**src/rtl/fetch_sequencer.sv**
```systemverilog
// fetch_sequencer: instruction-fetch control around an external PC register.
// Produces pc_next for the PC register, runs the imem req/ready handshake,
// parks a fetched word in a one-entry skid buffer when decode stalls, and
// drains an in-flight request before following a redirect that arrived early.
module fetch_sequencer #(
  parameter int unsigned      WIDTH    = 32,
  parameter int unsigned      PC_INC   = 1,
  parameter logic [WIDTH-1:0] RESET_PC = '0
) (
  input  logic             clock,
  input  logic             reset_n,
  input  logic [WIDTH-1:0] pc_current,
  output logic [WIDTH-1:0] pc_next,
  output logic             imem_req,
  output logic [WIDTH-1:0] imem_addr,
  input  logic             imem_ready,
  input  logic [WIDTH-1:0] imem_rdata,
  input  logic             stall,
  input  logic             redirect_valid,
  input  logic [WIDTH-1:0] redirect_target,
  output logic             ifid_valid,
  output logic [WIDTH-1:0] ifid_pc,
  output logic [WIDTH-1:0] ifid_instr
);

  typedef enum logic [1:0] {S_FETCH, S_HOLD, S_DRAIN} state_t;

  typedef struct packed {
    logic             vld;
    logic [WIDTH-1:0] pc;
    logic [WIDTH-1:0] instr;
  } ifid_t;

  state_t           r_state, w_state_nxt;
  ifid_t            r_ifid, w_ifid_nxt;
  logic [WIDTH-1:0] r_skid_pc, w_skid_pc_nxt;
  logic [WIDTH-1:0] r_skid_instr, w_skid_instr_nxt;
  logic [WIDTH-1:0] r_saved_target, w_saved_nxt;
  logic [WIDTH-1:0] w_pc_inc, w_pc_nxt, w_drain_tgt;
  logic             w_req;

  assign w_pc_inc    = pc_current + WIDTH'(PC_INC);
  // A redirect arriving on the drain's final cycle is the newest one and wins.
  assign w_drain_tgt = redirect_valid ? redirect_target : r_saved_target;

  // State and IF/ID/skid registers; reset abandons any open transaction.
  always_ff @(posedge clock or negedge reset_n) begin
    if (!reset_n) begin
      r_state        <= S_FETCH;
      r_ifid         <= '0;
      r_skid_pc      <= '0;
      r_skid_instr   <= '0;
      r_saved_target <= '0;
    end else begin
      r_state        <= w_state_nxt;
      r_ifid         <= w_ifid_nxt;
      r_skid_pc      <= w_skid_pc_nxt;
      r_skid_instr   <= w_skid_instr_nxt;
      r_saved_target <= w_saved_nxt;
    end
  end

  // Next-state, next-PC and IF/ID update; default is hold PC and hold everything.
  always_comb begin
    w_state_nxt      = r_state;
    w_ifid_nxt       = r_ifid;
    w_skid_pc_nxt    = r_skid_pc;
    w_skid_instr_nxt = r_skid_instr;
    w_saved_nxt      = r_saved_target;
    w_pc_nxt         = pc_current;
    w_req            = 1'b0;
    case (r_state)
      S_FETCH: begin
        w_req = 1'b1;
        if (imem_ready) begin
          if (redirect_valid) begin
            w_ifid_nxt.vld = 1'b0;
            w_pc_nxt       = redirect_target;
          end else if (!stall || !r_ifid.vld) begin
            w_ifid_nxt = '{vld: 1'b1, pc: pc_current, instr: imem_rdata};
            w_pc_nxt   = w_pc_inc;
          end else begin
            // Decode is full: keep the word, stop requesting until it drains.
            w_skid_pc_nxt    = pc_current;
            w_skid_instr_nxt = imem_rdata;
            w_state_nxt      = S_HOLD;
          end
        end else if (redirect_valid) begin
          // Request already presented; must finish it before moving the PC.
          w_ifid_nxt.vld = 1'b0;
          w_saved_nxt    = redirect_target;
          w_state_nxt    = S_DRAIN;
        end else if (!stall) begin
          w_ifid_nxt.vld = 1'b0;
        end
      end
      S_HOLD: begin
        if (redirect_valid) begin
          w_ifid_nxt.vld = 1'b0;
          w_pc_nxt       = redirect_target;
          w_state_nxt    = S_FETCH;
        end else if (!stall) begin
          w_ifid_nxt  = '{vld: 1'b1, pc: r_skid_pc, instr: r_skid_instr};
          w_pc_nxt    = w_pc_inc;
          w_state_nxt = S_FETCH;
        end
      end
      S_DRAIN: begin
        w_req          = 1'b1;
        w_ifid_nxt.vld = 1'b0;
        if (imem_ready) begin
          w_pc_nxt    = w_drain_tgt;
          w_state_nxt = S_FETCH;
        end else if (redirect_valid) begin
          w_saved_nxt = redirect_target;
        end
      end
      default: w_state_nxt = S_FETCH;
    endcase
  end

  assign imem_req   = reset_n & w_req;
  assign imem_addr  = pc_current;
  assign pc_next    = reset_n ? w_pc_nxt : RESET_PC;
  assign ifid_valid = r_ifid.vld;
  assign ifid_pc    = r_ifid.pc;
  assign ifid_instr = r_ifid.instr;

endmodule

```
**config.mk**
```make
export PLATFORM = sky130hd
export DESIGN_NAME = fetch_sequencer
export DESIGN_NICKNAME = d
export VERILOG_FILES = /design/src/rtl/fetch_sequencer.sv
export SDC_FILE = /design/constraint.sdc
export NUM_CORES = 1
export LEC_CHECK = 0
export ABC_AREA = 0
export BUFFER_PORTS_ARGS = -buffer_cell sky130_fd_sc_hd__buf_2
export CAP_MARGIN = 25
export CORE_ASPECT_RATIO = 1.25
export CORE_MARGIN = 5
export CORE_UTILIZATION = 50
export CTS_BUF_LIST = sky130_fd_sc_hd__clkbuf_8
export DETAILED_ROUTE_END_ITERATION = 10
export PLACE_DENSITY = 0.74
export SLEW_MARGIN = 10
export SYNTH_ARGS = -nofsm -noshare
export SYNTH_HDL_FRONTEND = slang
export SYNTH_SLANG_ARGS = --single-unit
```
**constraint.sdc**
```tcl
create_clock -name clock -period 2.8 [get_ports clock]
set_input_delay 0.28 -clock clock [delete_from_list [all_inputs] [get_ports clock]]
set_output_delay 0.28 -clock clock [all_outputs]
set_load 0.02 [all_outputs]
```
==> flow_summary_export.csv <==
group,metric,value,unit
status,status,"completed",
synthesis,muxShareOfSynthArea,18.3,%
timing,timing.hold.ws,0.0421,ns
synthesis,synth_compound_area_share,18.8,%
synthesis,synth_edf_count,0,
setup_path,cp-startpoint,"ifid_valid",
cells_and_area,layout.nets,1478,
setup_path,required,2.52,ns
synthesis,synth_top_family_by_area,"compound AO/OA/AOI/OAI gates",
synthesis,synth-simple-area-share,15.4,%
timing,tightest_slew,0.810,ns
setup_path,r2r-end,"ifid_pc[23]",
pwr,swShare,43.4,%
pwr,p_int,6.58,mW
cells_and_area,antenna_cells,0,
pwr,switching_power,5.05,mW
clock_tree,clock-sinks,163,
place,globalplace.congestion,1.04,
cells_and_area,drive_gt1_share,37.3,%
cells_and_area,multi_input_area,6110,sq um
pwr,clock_power_share,15.7,%
cells_and_area,syn_to_final_growth,21.7,%
setup_path,start_kind,"flop",
drt,vias,10500,
pwr,seqPwrFrac,35.2,%
synthesis,postSynthCellCount,1169,
place,hpwl,28200,um
global_routing,grt_pass1_wl,60700,um
drt,route.detailed.wl_per_inst,23.5,um
synthesis,async_flop_share,100,%
floorplan,die_y,174,um
floorplan,fp.coreArea,21400,sq um
synthesis,synth_xor_area_share,1.63,%
timing,relSlewSlack,46.0,%
pwr,cellLeakagePower,5.85,nW
setup_path,r2r_start,"r_state[1]",
synthesis,syn_area_per_cell,9.22,sq um
timing,finalClockSkew,0.0211,ns
synthesis,synthFlopType,"dfrtp_1",
clock_tree,clk_pin_slew_worst_paths,0.12,ns
synthesis,yosysWarnings,0,
cells_and_area,area.sequential,4080,sq um
pwr,power_frac_comb,49.2,%
synthesis,syn_area,10800,sq um
global_routing,grt_pass1_vias,10600,
drt,wl,39100,um
setup_path,critPathKind,"reg2out",
pwr,max-vdd-ir-drop,536,uV
cells_and_area,final_cells,1664,
clock_tree,max-clock-path-buffers,2,
setup_path,cp_data_arrival_time,2.49,ns
synthesis,synth_cell_types,69,
timing,timing.fmax,0.361,GHz
global_routing,grt_max_degree,129,
cells_and_area,n_fill_cell,1872,
clock_tree,clock_tree.root_cell,"clkbuf_8",
global_routing,track_usage,31.4,%
drt,viasPerCell,6.32,
drt,drc_errors,0,
clock_tree,clk_latency,0.48,ns
floorplan,start_util,50.4,%
floorplan,io_pins,231,
drt,drt_iter0_drc,838,
clock_tree,cts_tree,"yes",
synthesis,syn_nets,1275,
timing,setup_viol,0,
timing,min_period,2.77,ns
place,post-place-cells,1618,
timing,fin_crit_sh,98.9,%
setup_path,r2r_cells,8,
clock_tree,cts-buffers-inserted,17,
setup_path,critical_path.endpoint,"pc_next[19]",
floorplan,die_w,141,um
floorplan,rows,60,
setup_path,cp_max_fo,4,
synthesis,yosysSeqAreaShare,37.9,%
timing,rsz0062_at_grt,"yes",
drt,final_antenna_net_count,0,
setup_path,critPathCaptureType,"primary output",
global_routing,antenna_found_initial,1,
timing,report.final.slew_viol_count,0,
synthesis,synthAdderAreaFrac,0.581,%
setup_path,rrSetupSlack,0.57,ns
synthesis,synth-seq-cells,163,
timing,hold_viol,0,
clock_tree,h-tree-depth,4,
floorplan,die_area,24600,sq um
pwr,power_density,887,nW/um^2
drt,dr.pass1.iters,5,
place,port_buffers,230,
global_routing,gr-total-overflow,0,
hold_path,min_path_type,"in2reg",
timing,final.setup.tns,0,ns
flow_run,drv_cap,0,
==> synth_stat cells (all sizes together), types with 9 or more instances <==
master	count	share of area [%]
clkbuf	62	2.2
mux2i	86	8.0
nor2	30	1.0
inv	20	0.70
nand3	17	0.79
and4	9	0.73
nand2b	22	1.3
o311ai	13	1.1
nand4	25	1.7
buf	82	4.5
a21oi	28	1.3
dfrtp	163	38
o22ai	10	0.58
o21ai	131	6.1
mux2	99	10
a221oi	11	0.89
nor4	25	1.6
nor3	27	1.3
xnor2	12	0.98
a31oi	13	0.75
o211ai	12	0.84
nand2	128	4.5
==> metrics by stage <==
step	total power, mW	worst slack [ns]	util (%)	area (sq um)
global route	12.3	-0.0583	61.3	13100
CTS	11.5	-0.00541	60.5	12900
finish	11.6	0.0318	61.3	13100
detailed placement	9.44	0.0777	57.4	12300
floorplan	7.49	0.182	-	10800
global placement	9.28	-0.0404	57.4	12300
==> state kept, by name (all words and copies together) (netlist names) <==
signal and count:
ifid_instr 32, ifid_pc 32, r_saved_target 32, r_skid_instr 32, r_skid_pc 32, r_state 2
ifid_valid 1
==> critical path, stage by stage (launching register included) <==
cell	delay, ns
dfrtp_2	0.48
nand2_2	0.12
nand4_1	0.17
buf_4	0.20
or4_1	0.47
a211oi_1	0.26
o22ai_1	0.13
buf_2	0.18
==> area by class of cell <==
type                            count  area share [%]
Inverter                           21           0.677
Tap cell                          279            2.66
Multi-Input combinational cell    841            46.6
Timing Repair Buffer              328            15.8
Clock buffer                       17            1.78
Clock inverter                     15            1.35
Sequential cell                   163            31.1
==> repair_timing <==
action | in CTS | in global routing
endpoints found under the hold margin | 21 | 0
gates cloned | 1 | 0
pin swaps | 4 | 11
hold buffers | 1 | 0
endpoints found under the setup margin | 28 | 20
gates resized for setup | 42 | 40
buffers inserted | 7 | 6
==> worst min path at each step <==
stage          cells past startpoint           endpoint      startpoint  slack (ns)
2_1_floorplan                      0      ifid_instr[0]         reset_n       -0.02
3_3_place_gp                       1  r_saved_target[9]         reset_n        0.21
5_1_grt                            2   r_skid_instr[27]  imem_rdata[27]        0.01
6_report                           2   r_skid_instr[24]  imem_rdata[24]        0.04
3_5_place_dp                       1  r_saved_target[9]         reset_n        0.21
4_1_cts                            2   r_skid_instr[10]  imem_rdata[10]      0.0006
==> placed cells by master, fill, tap and decap left out, drive strengths merged, types with 12 or more instances in the layout <==
cell type and count:
buf 325, dfrtp 163, o21ai 131, nand2 128
mux2 99, mux2i 86, nor2 30, inv 29
a21oi 28, nor3 27, nand4 25, nor4 25
nand2b 22, clkbuf 18, nand3 17, a31oi 13
o311ai 13, o211ai 12, xnor2 12
==> power groups by stage <==
stage | logic (mW) | clock network [mW] | registers, mW
finish | 5.72 | 1.82 | 4.09
global route | 6.16 | 1.96 | 4.23
CTS | 5.56 | 1.87 | 4.08
detailed placement | 5.34 | 0 | 4.10
global placement | 5.24 | 0 | 4.04
floorplan | 3.01 | 0 | 4.47
==> layer usage <==
layer | track usage, % | part of all wire, %
met4 | 17.6 | 5.7
met3 | 6.82 | 7.6
met2 | 52.3 | 49
met1 | 37.2 | 38
met5 | 0 | 0.033
==> cell families (layout without fill, tap and decap cells) <==
| group | Yosys count | in the layout |
|---|---|---|
| multiplexers | 185 | 185 |
| buffers and inverters | 165 | 381 |
| flip-flops | 163 | 163 |
| AND/OR/NAND/NOR | 320 | 320 |
| adder cells (fa/ha/maj) | 5 | 5 |
| XOR/XNOR | 20 | 20 |
| AO/OA/AOI/OAI | 311 | 311 |
Power figures use the tool's default switching activity.
